**src/rtl/page_walker_if.sv**
```systemverilog
// Bundles the translation request, PTE read port and result bus of the
// page-table walker.
interface page_walker_if;
  logic        req_valid;
  logic        req_ready;
  logic [63:0] req_va;
  logic [1:0]  req_acc;
  logic [63:0] satp;
  logic [1:0]  priv;
  logic        abort;

  logic        mem_req;
  logic [63:0] mem_addr;
  logic        mem_rvalid;
  logic [63:0] mem_rdata;

  logic        resp_valid;
  logic [63:0] resp_pa;
  logic        resp_fault;
  logic [1:0]  resp_level;

  modport slave (
    input  req_valid, req_va, req_acc, satp, priv, abort, mem_rvalid, mem_rdata,
    output req_ready, mem_req, mem_addr, resp_valid, resp_pa, resp_fault, resp_level
  );

  modport master (
    output req_valid, req_va, req_acc, satp, priv, abort, mem_rvalid, mem_rdata,
    input  req_ready, mem_req, mem_addr, resp_valid, resp_pa, resp_fault, resp_level
  );
endinterface

```
**src/rtl/page_walker.sv**
```systemverilog
// Sv39/Sv48 hardware page-table walker: one translation at a time, one PTE
// read outstanding at most, single-cycle result pulse.
module page_walker #(
  parameter int unsigned MAX_LEVELS = 4,
  parameter int unsigned PA_BITS    = 56
) (
  input  logic         clk_i,
  input  logic         rst_ni,
  page_walker_if.slave bus
);

  typedef enum logic [1:0] {S_IDLE, S_WALK, S_RESP, S_DRAIN} state_e;

  localparam logic [63:0] PA_MASK = (PA_BITS >= 64) ? '1 : ((64'd1 << PA_BITS) - 64'd1);

  state_e      state_q, state_d;
  logic [63:0] va_q, va_d;
  logic [1:0]  acc_q, acc_d;
  logic [1:0]  priv_q, priv_d;
  logic [1:0]  level_q, level_d;
  logic        mem_req_q, mem_req_d;
  logic [63:0] mem_addr_q, mem_addr_d;
  logic [63:0] pa_q, pa_d;
  logic        fault_q, fault_d;
  logic [1:0]  rlevel_q, rlevel_d;

  logic        bare, mode_ok, canon;
  logic [1:0]  start_lvl;
  logic [43:0] pte_ppn;
  logic        pte_v, pte_r, pte_w, pte_x, pte_u, pte_a, pte_d;
  logic        perm_ok, priv_ok, misaligned, leaf_ok;
  logic [63:0] leaf_pa;
  logic        unused_bits;

  function automatic logic [63:0] pte_addr(input logic [43:0] ppn, input logic [63:0] va,
                                           input logic [1:0] lvl);
    logic [8:0] vpn;
    case (lvl)
      2'd0:    vpn = va[20:12];
      2'd1:    vpn = va[29:21];
      2'd2:    vpn = va[38:30];
      default: vpn = va[47:39];
    endcase
    return {8'b0, ppn, vpn, 3'b000} & PA_MASK;
  endfunction

  function automatic logic [63:0] page_off_mask(input logic [1:0] lvl);
    case (lvl)
      2'd0:    return 64'h0000_0000_0000_0FFF;
      2'd1:    return 64'h0000_0000_001F_FFFF;
      2'd2:    return 64'h0000_0000_3FFF_FFFF;
      default: return 64'h0000_007F_FFFF_FFFF;
    endcase
  endfunction

  function automatic logic [43:0] super_ppn_mask(input logic [1:0] lvl);
    case (lvl)
      2'd0:    return 44'h0;
      2'd1:    return 44'h1FF;
      2'd2:    return 44'h3_FFFF;
      default: return 44'h7FF_FFFF;
    endcase
  endfunction

  // Request decode, evaluated against the live inputs during the handshake.
  assign bare = (bus.satp[63:60] == 4'd0) || (bus.priv == 2'b11);

  always_comb begin
    mode_ok   = 1'b0;
    start_lvl = 2'd0;
    canon     = 1'b0;
    case (bus.satp[63:60])
      4'd8: begin
        mode_ok   = 1'b1;
        start_lvl = 2'd2;
        canon     = (&bus.req_va[63:38]) || !(|bus.req_va[63:38]);
      end
      4'd9: begin
        if (MAX_LEVELS >= 4) begin
          mode_ok   = 1'b1;
          start_lvl = 2'd3;
          canon     = (&bus.req_va[63:47]) || !(|bus.req_va[63:47]);
        end
      end
      default: ;
    endcase
  end

  assign pte_v   = bus.mem_rdata[0];
  assign pte_r   = bus.mem_rdata[1];
  assign pte_w   = bus.mem_rdata[2];
  assign pte_x   = bus.mem_rdata[3];
  assign pte_u   = bus.mem_rdata[4];
  assign pte_a   = bus.mem_rdata[6];
  assign pte_d   = bus.mem_rdata[7];
  assign pte_ppn = bus.mem_rdata[53:10];

  always_comb begin
    perm_ok = 1'b0;
    priv_ok = 1'b0;
    case (acc_q)
      2'b00:   perm_ok = pte_r;
      2'b01:   perm_ok = pte_w;
      2'b10:   perm_ok = pte_x;
      default: perm_ok = 1'b0;
    endcase
    case (priv_q)
      2'b00:   priv_ok = pte_u;
      2'b01:   priv_ok = !pte_u;
      default: priv_ok = 1'b0;
    endcase
  end

  assign misaligned = |(pte_ppn & super_ppn_mask(level_q));
  assign leaf_ok    = perm_ok && priv_ok && pte_a && !(acc_q == 2'b01 && !pte_d) && !misaligned;
  assign leaf_pa    = (({8'b0, pte_ppn, 12'b0} & ~page_off_mask(level_q)) |
                       (va_q & page_off_mask(level_q))) & PA_MASK;

  assign unused_bits = ^{bus.satp[59:44], bus.mem_rdata[63:54], bus.mem_rdata[9:8], bus.mem_rdata[5]};

  always_comb begin
    state_d    = state_q;
    va_d       = va_q;
    acc_d      = acc_q;
    priv_d     = priv_q;
    level_d    = level_q;
    mem_req_d  = mem_req_q;
    mem_addr_d = mem_addr_q;
    pa_d       = pa_q;
    fault_d    = fault_q;
    rlevel_d   = rlevel_q;
    unique case (state_q)
      S_IDLE: begin
        if (bus.req_valid) begin
          va_d     = bus.req_va;
          acc_d    = bus.req_acc;
          priv_d   = bus.priv;
          pa_d     = '0;
          fault_d  = 1'b1;
          rlevel_d = '0;
          state_d  = S_RESP;
          if (bare) begin
            pa_d    = bus.req_va & PA_MASK;
            fault_d = 1'b0;
          end else if (mode_ok && !canon) begin
            rlevel_d = start_lvl;
          end else if (mode_ok) begin
            fault_d    = 1'b0;
            level_d    = start_lvl;
            mem_req_d  = 1'b1;
            mem_addr_d = pte_addr(bus.satp[43:0], bus.req_va, start_lvl);
            state_d    = S_WALK;
          end
        end
      end
      S_WALK: begin
        if (bus.abort) begin
          // A read still in flight must be drained before the port is reused.
          if (bus.mem_rvalid || !mem_req_q) begin
            mem_req_d = 1'b0;
            state_d   = S_IDLE;
          end else begin
            state_d = S_DRAIN;
          end
        end else if (bus.mem_rvalid) begin
          mem_req_d = 1'b0;
          pa_d      = '0;
          fault_d   = 1'b1;
          rlevel_d  = level_q;
          state_d   = S_RESP;
          if (!pte_v || (!pte_r && pte_w)) begin
            fault_d = 1'b1;
          end else if (!pte_r && !pte_x) begin
            if (level_q != 2'd0) begin
              level_d    = level_q - 2'd1;
              mem_req_d  = 1'b1;
              mem_addr_d = pte_addr(pte_ppn, va_q, level_q - 2'd1);
              state_d    = S_WALK;
            end
          end else if (leaf_ok) begin
            pa_d    = leaf_pa;
            fault_d = 1'b0;
          end
        end
      end
      S_RESP: state_d = S_IDLE;
      S_DRAIN: begin
        if (bus.mem_rvalid) begin
          mem_req_d = 1'b0;
          state_d   = S_IDLE;
        end
      end
      default: state_d = S_IDLE;
    endcase
  end

  always_ff @(posedge clk_i or negedge rst_ni) begin
    if (!rst_ni) begin
      state_q    <= S_IDLE;
      va_q       <= '0;
      acc_q      <= '0;
      priv_q     <= '0;
      level_q    <= '0;
      mem_req_q  <= 1'b0;
      mem_addr_q <= '0;
      pa_q       <= '0;
      fault_q    <= 1'b0;
      rlevel_q   <= '0;
    end else begin
      state_q    <= state_d;
      va_q       <= va_d;
      acc_q      <= acc_d;
      priv_q     <= priv_d;
      level_q    <= level_d;
      mem_req_q  <= mem_req_d;
      mem_addr_q <= mem_addr_d;
      pa_q       <= pa_d;
      fault_q    <= fault_d;
      rlevel_q   <= rlevel_d;
    end
  end

  assign bus.req_ready  = rst_ni && (state_q == S_IDLE);
  assign bus.mem_req    = mem_req_q;
  assign bus.mem_addr   = mem_addr_q;
  assign bus.resp_valid = (state_q == S_RESP);
  assign bus.resp_pa    = pa_q;
  assign bus.resp_fault = fault_q;
  assign bus.resp_level = rlevel_q;

endmodule
```
**src/flat_wrapper.sv**
```systemverilog
// flat-port wrapper written by rule: the top's interface ports become plain ports
module page_walker_flat 
#(
  parameter int unsigned MAX_LEVELS = 4,
  parameter int unsigned PA_BITS    = 56
)
  (clk_i, rst_ni, bus_req_valid, bus_req_va, bus_req_acc, bus_satp, bus_priv, bus_abort, bus_mem_rvalid, bus_mem_rdata, bus_req_ready, bus_mem_req, bus_mem_addr, bus_resp_valid, bus_resp_pa, bus_resp_fault, bus_resp_level);
  page_walker_if bus_i ();
  input  logic clk_i;
  input  logic rst_ni;
  input wire logic [$bits(bus_i.req_valid)-1:0] bus_req_valid;
  input wire logic [$bits(bus_i.req_va)-1:0] bus_req_va;
  input wire logic [$bits(bus_i.req_acc)-1:0] bus_req_acc;
  input wire logic [$bits(bus_i.satp)-1:0] bus_satp;
  input wire logic [$bits(bus_i.priv)-1:0] bus_priv;
  input wire logic [$bits(bus_i.abort)-1:0] bus_abort;
  input wire logic [$bits(bus_i.mem_rvalid)-1:0] bus_mem_rvalid;
  input wire logic [$bits(bus_i.mem_rdata)-1:0] bus_mem_rdata;
  output wire logic [$bits(bus_i.req_ready)-1:0] bus_req_ready;
  output wire logic [$bits(bus_i.mem_req)-1:0] bus_mem_req;
  output wire logic [$bits(bus_i.mem_addr)-1:0] bus_mem_addr;
  output wire logic [$bits(bus_i.resp_valid)-1:0] bus_resp_valid;
  output wire logic [$bits(bus_i.resp_pa)-1:0] bus_resp_pa;
  output wire logic [$bits(bus_i.resp_fault)-1:0] bus_resp_fault;
  output wire logic [$bits(bus_i.resp_level)-1:0] bus_resp_level;
  assign bus_i.req_valid = bus_req_valid;
  assign bus_i.req_va = bus_req_va;
  assign bus_i.req_acc = bus_req_acc;
  assign bus_i.satp = bus_satp;
  assign bus_i.priv = bus_priv;
  assign bus_i.abort = bus_abort;
  assign bus_i.mem_rvalid = bus_mem_rvalid;
  assign bus_i.mem_rdata = bus_mem_rdata;
  assign bus_req_ready = bus_i.req_ready;
  assign bus_mem_req = bus_i.mem_req;
  assign bus_mem_addr = bus_i.mem_addr;
  assign bus_resp_valid = bus_i.resp_valid;
  assign bus_resp_pa = bus_i.resp_pa;
  assign bus_resp_fault = bus_i.resp_fault;
  assign bus_resp_level = bus_i.resp_level;
  page_walker #(.MAX_LEVELS(MAX_LEVELS), .PA_BITS(PA_BITS)) u_core (.clk_i(clk_i), .rst_ni(rst_ni), .bus(bus_i));
endmodule
```
**config.mk**
```make
export PLATFORM = sky130hd
export DESIGN_NAME = page_walker_flat
export DESIGN_NICKNAME = d
export VERILOG_FILES = /design/src/rtl/page_walker_if.sv /design/src/rtl/page_walker.sv /design/src/flat_wrapper.sv
export SDC_FILE = /design/constraint.sdc
export NUM_CORES = 1
export LEC_CHECK = 0
export ABC_AREA = 1
export BUFFER_PORTS_ARGS = -buffer_cell sky130_fd_sc_hd__clkbuf_2
export CORE_UTILIZATION = 55
export CTS_CLUSTER_SIZE = 14
export DETAILED_ROUTE_END_ITERATION = 8
export GPL_ROUTABILITY_DRIVEN = 0
export PLACE_DENSITY = 0.95
export RECOVER_POWER = 25
export SYNTH_ARGS = -nofsm -noshare
export SYNTH_HDL_FRONTEND = slang
export SYNTH_SLANG_ARGS = --single-unit
```
**constraint.sdc**
```tcl
create_clock -name clk_i -period 3.9 [get_ports clk_i]
set_clock_uncertainty 0.1 [all_clocks]
set_input_delay 0.585 -clock clk_i [delete_from_list [all_inputs] [get_ports clk_i]]
set_output_delay 0.585 -clock clk_i [all_outputs]
set_load 0.02 [all_outputs]
```
* After elaboration in Yosys (flattened, before gate mapping)
Index checks and enable logic that the tools add are counted.
W data, S select, Z words.
** Word-level totals
- Register bits after elaboration :: 196
- Latch bits :: 0
- RAM bits :: 0
- Bits in read-only memories :: 0
- Input port bits :: 201
- Output and inout port bits :: 134
- Word-level logic and storage cells :: 166
- Memories kept :: 0
** Operators by class
- $add $sub $neg :: 1
- Multiply operators :: 0
- Div/mod/pow operators :: 0
- Magnitude comparators :: 0
- Equality and inequality tests :: 27
- Shift-type cells :: 0
- Muxes and demuxes :: 77
- Bitwise logic cells :: 5
- Reduce and logical (&&, ||, !) cells :: 46
** Operators by type and width (number)
- $mux W64 :: 14
- $pmux W64 S2 :: 2
- $pmux W39 S3 :: 1
- $mux W56 :: 2
- $pmux W27 S3 :: 1
- $and A56 B39 Y56 :: 1
- $and A56 B56 Y56 :: 1
- $not A39 Y56 :: 1
- $or A56 B56 Y56 :: 1
- $pmux W9 S3 :: 2
- $mux W2 :: 25
- $and A44 B27 Y44 :: 1
- $reduce_or A44 Y1 :: 1
- $reduce_and A26 Y1 :: 1
- $reduce_or A26 Y1 :: 1
- $mux W1 :: 21
- $reduce_and A17 Y1 :: 1
- $reduce_or A17 Y1 :: 1
- $eq A2 B2 Y1 const B :: 7
- $ne A2 B2 Y1 const B :: 7
- $eq A2 B1 Y1 const B :: 6
- $logic_not A2 Y1 :: 6
- $pmux W2 S2 :: 3
- $logic_not A1 Y1 :: 11
- other kinds (19) :: 38

* Depth between registers and ports, before layout
- Depth in word-level cells :: 12
- Gate-level depth with buffers :: 14
- Gate-level depth less buffers :: 13

* Worst setup path after synthesis
Ideal clock, no wire load.
- Path kind :: register -> register
- Start :: reg u_core.level_q[0]
- End :: reg u_core.pa_q[10], in the netlist u_core.bus.resp_pa[10]
- Library setup time :: 66 ps
- Arrival time :: 1745 ps
- Required time :: 3734 ps
- Path slack :: 1990 ps
- Stages on the path, launching flop included :: 12
- Path buffers :: 2
- Clock period less this slack :: 1910 ps
- Cell sequence :: dfrtp_1 -> inv_1 -> ha_1 -> buf_2 -> nor2_4 -> nor2_1 -> nor2_4 -> nand2_1 -> nand2_1 -> buf_2 -> nand2_1 -> nand2_1
** On the way
- Cells in the longest elaborated chain, start to end :: 12
- Elaborated cells on any way between the ends :: 14
- Classes of those cells :: 2 x eq/ne; 7 x mux; 1 x bitwise; 4 x reduce/logical
** RTL lines
- start: declaration :: line page_walker.sv:20 : logic [1:0] level_q, level_d;
- start signal: assignment :: line page_walker.sv:214 : level_q <= level_d;
- $eq A2 B2 Y1, or another cell as far along :: line page_walker.sv:57 : case (lvl)
- $pmux W27 S3 * :: line page_walker.sv:57
- $and A44 B27 Y44 * :: line page_walker.sv:114 : assign misaligned = |(pte_ppn & super_ppn_mask(level_q));
- $reduce_or A44 Y1 * :: line page_walker.sv:114
- $logic_not A1 Y1 * :: line page_walker.sv:115 : assign leaf_ok = perm_ok && priv_ok && pte_a && !(acc_q == 2'b01 && !pte_d) && !misaligned;
- $logic_and A1 B1 Y1 * :: line page_walker.sv:115
- $mux W56 * :: line page_walker.sv:180 : end else if (leaf_ok) begin
- $mux W64 * :: line page_walker.sv:173 : end else if (!pte_r && !pte_x) begin
- $mux W64 * :: line page_walker.sv:171 : if (!pte_v || (!pte_r && pte_w)) begin
- $mux W64 * :: line page_walker.sv:165 : end else if (bus.mem_rvalid) begin
- $mux W64 * :: line page_walker.sv:157 : if (bus.abort) begin
- $pmux W64 S2 * :: line page_walker.sv:132 : unique case (state_q)
- end signal: assignment :: line page_walker.sv:217 : pa_q <= pa_d;
- end: declaration :: line page_walker.sv:23 : logic [63:0] pa_q, pa_d;
Mark *: on every way between the ends. The rest lies on a longest branch, timed or not. The select of a mux whose other input is x is not followed.
A chain may end at the register's enable or synchronous reset.

* Worst setup path after layout
- Start :: reg u_core.state_q[1]
- End :: reg u_core.pa_q[18], in the netlist u_core.bus.resp_pa[18]
** On the way
- Cells in the longest elaborated chain, start to end :: 3
- Elaborated cells on any way between the ends :: 8
- Classes of those cells :: 4 x eq/ne; 1 x mux; 3 x reduce/logical
** RTL lines
- start: declaration :: line page_walker.sv:16 : state_e state_q, state_d;
- start signal: assignment :: line page_walker.sv:210 : state_q <= state_d;
- $eq A2 B1 Y1 or $logic_not A2 Y1 (tied branches) :: line page_walker.sv:132
- $ne A2 B2 Y1 (no line) or $reduce_bool A2 Y1 (tied branches)
- $reduce_and A4 Y1 (no line)
Several ways; a longest one is shown, not always the timed one.

==> qor.csv <==
metric;value;unit
DRC Markers;0;
Synth-to-Final Area Change;19.2;%
Chip Height;134;um
Cell Chain, Critical Path;inv_2 -> nand2_4 -> inv_2 -> o21ai_1 -> nand2_2 -> buf_4 -> clkinv_2 -> nor2_1 -> a21oi_1;
# Post-CTS Setup Buffers;0;
reg-to-reg startpoint;u_core.state_q[1];
GRT Resource Usage Total;34.0;%
fin. max-slew vios;0;
Critical R2R Capture;u_core.bus.resp_pa[18];
Mapped Area;9520;um2
Iteration-0 DRC Markers;1167;
Mapped Cells;1279;
starting density of the core;56.8;%
met1 wire length;11900;um
row cnt;47;
status;finished, final reports clean;
routed wl met2;13700;um
top routing layer used;met4;
FMAX;332;MHz
clk sinks;169;
dpl cells;1711;
Setup WS post-layout;0.892;ns
CP endpoint kind;flip-flop;
routed len/inst;17.5;um
vias;10100;
Congestion Overflow GR;0;
HP Start;bus_req_acc[0];
crit start category;flip-flop;
min cycle time layout;3.01;ns
slowest CP cell;clkinv_2;
Mean Syn Cell Area;7.44;um2
max_cap viols;0;
Via density;5.81;
critical path peak fanout;73;
reg-to-reg slack, setup;0.89;ns
final hold viol count;0;
max incr delay on CP;0.80;ns
Clock Root Buffer;clkbuf_16;
ys async rst share;100;%
vias in the first global route;9215;
clock buffer depth;2;
core area;16800;um2
sequential element share of the synthesized area;44.4;%
Critical Path AT;3.22;ns
Die ar.;17800;um2
fill cell count;1375;
Post-synth EDFFs;0;
non-filler cells, final;1745;
Worst-path clk slew;0.07;ns
maximum VDD drop;614;uV
RSZ-0062 raised after global routing;false;
pre-CTS setup slack;0.915;ns
fin crit share;77.1;%
Main synth FF type;dfrtp_1;
drt first pass iters;8;
Clock Latency Late Sink;0.43;ns
layout cells sized above 1;19.9;%
WHS;0.284;ns
Die W;134;um
DP Wirelength;21400;um
total number of yosys warnings;0;
Final ANT Viol Nets;0;
PD cells;859;nW/um2
largest net degree at the start of global routing;79;
leak pwr;0.00584;uW
Final TNS setup;0;ns
Slew @ Worst Pin;1.07;ns
antenna violations before repair;1;
first-pass GRT wire length;47300;um
Final #Nets;1717;
worst path required time;4.11;ns
HP Class;in2reg;
Reg2Reg Depth;9;
Slew HR;28.3;%
Setup Viol. Count Final;0;
DR WL met3;3470;um
CTS buffer count;17;
CTS tree;done;
post-synth cell types;31;
worst hold path cell count;2;
Most common cell on crit path;inv_2;
Setup CP Type;reg2reg;
Ports;335;
Yosys reg bits;169;
CTS H-tree depth;4;
total wire length;30500;um
final core occ;67.7;%
IO buf count;286;
worst hold endpoint;u_core.acc_q[0];
==> through the flow <==
stage | total power [uW] | instance area (um2)
6_report | 9750 | 11300
5_1_grt | 10300 | 11300
4_1_cts | 9780 | 11400
3_5_place_dp | 8040 | 10800
3_3_place_gp | 7840 | 10800
2_1_floorplan | 6590 | 9590
==> critical path, delay by kind of cell, from the launching register on <==
family | cells | cell delay (ns)
AO/OA/AOI/OAI | 2 | 0.15
flip-flops | 1 | 0.40
buffers and inverters | 4 | 1.64
AND/OR/NAND/NOR | 3 | 0.55
==> cells by family (layout without fill, tap and decap cells) <==
group                    count (synthesis)  after routing  share of synthesized area (%)
multiplexers                            30             30                           3.55
AND/OR/NAND/NOR                        641            641                           28.3
buffers and inverters                  198            425                           9.74
XOR/XNOR                                 1              1                         0.0920
adder cells (fa/ha/maj)                  5              5                          0.657
other                                    1             20                         0.0394
AO/OA/AOI/OAI                          234            234                           13.2
flip-flops                             169            169                           44.4
==> sequential cells by signal, summed over array words and instances (netlist names) <==
signal	count
u_core.va_q	48
u_core.bus.resp_pa	56
u_core.state_q	2
u_core.priv_q	2
u_core.bus.mem_req	1
u_core.acc_q	2
u_core.level_q	2
u_core.bus.resp_level	2
u_core.bus.mem_addr	53
u_core.bus.resp_fault	1
==> layout by cell type (no fill, tap or decap), drive strengths merged <==
cell type    count
nand2          378
clkbuf         302
dfrtp          169
nor2           128
a21oi           97
inv             95
o21ai           75
nand3           66
a31oi           53
nand4           52
mux2            30
conb            19
nor3            15
buf             14
o211ai           9
clkinv           6
ha               5
clkinvlp         5
bufinv           2
diode            1
xor2             1
and3             1
nor4             1
dlygate4sd3      1
==> synth_stat cells, types with 5 or more instances <==
cell      instances  share of area, %
mux2_2           30               3.5
nor3_1           14              0.74
nand3_1          65               3.4
clkbuf_1         28               1.1
buf_4            24               1.9
dfrtp_1         169                44
o211ai_1          9              0.71
ha_1              5              0.66
inv_1            84               3.3
buf_2            38               2.0
nand2_1         375                15
o21ai_0          71               3.7
a31oi_1          53               3.5
buf_6             6              0.71
nor2_1          123               4.8
buf_1             9              0.35
nand4_1          52               3.4
a21oi_1          97               5.1
inv_2             7              0.28
==> cell type report <==
cell class              instances  area [um2]  share of cell area, %
diodes                          1        2.50                 0.0220
clock buffers                  17         425                   3.75
clock inverters                15         170                   1.50
inverters                      93         350                   3.09
multi-input cells             930        4450                   39.2
flip-flops and latches        169        4230                   37.3
well taps                     220         275                   2.43
repair buffers                300        1450                   12.8
==> metal layers <==
layer	track usage, %	up-vias
met5	0	-
met3	8.33	125
met4	17.1	0
li1	-	4643
met2	52.0	705
met1	45.2	4659
==> worst max-delay path by stage <==
stage / cells after the start / start / end / slack [ns]
after detailed placement: 8 / bus_satp[61] / u_core.level_q[0] / 0.92
after floorplan: 11 / u_core.level_q[0] / u_core.bus.resp_pa[10] / 1.99
final: 9 / u_core.state_q[1] / u_core.bus.resp_pa[18] / 0.89
after global placement: 8 / bus_mem_rvalid / u_core.bus.resp_level[0] / 0.98
after CTS: 9 / u_core.state_q[1] / u_core.bus.resp_pa[18] / 0.92
after global routing: 9 / u_core.state_q[1] / u_core.bus.resp_pa[23] / 0.67
==> power breakdown <==
part / switching, uW / internal (uW) / total [uW]
Clock: 767 / 957 / 1720
Combinational: 3390 / 1460 / 4850
Sequential: 550 / 2630 / 3170
==> repair_timing <==
item	CTS	global route
hold endpoints to repair	36	0
gates resized for setup	0	0
hold buffers	1	0
(Power assumes the default switching activity.)
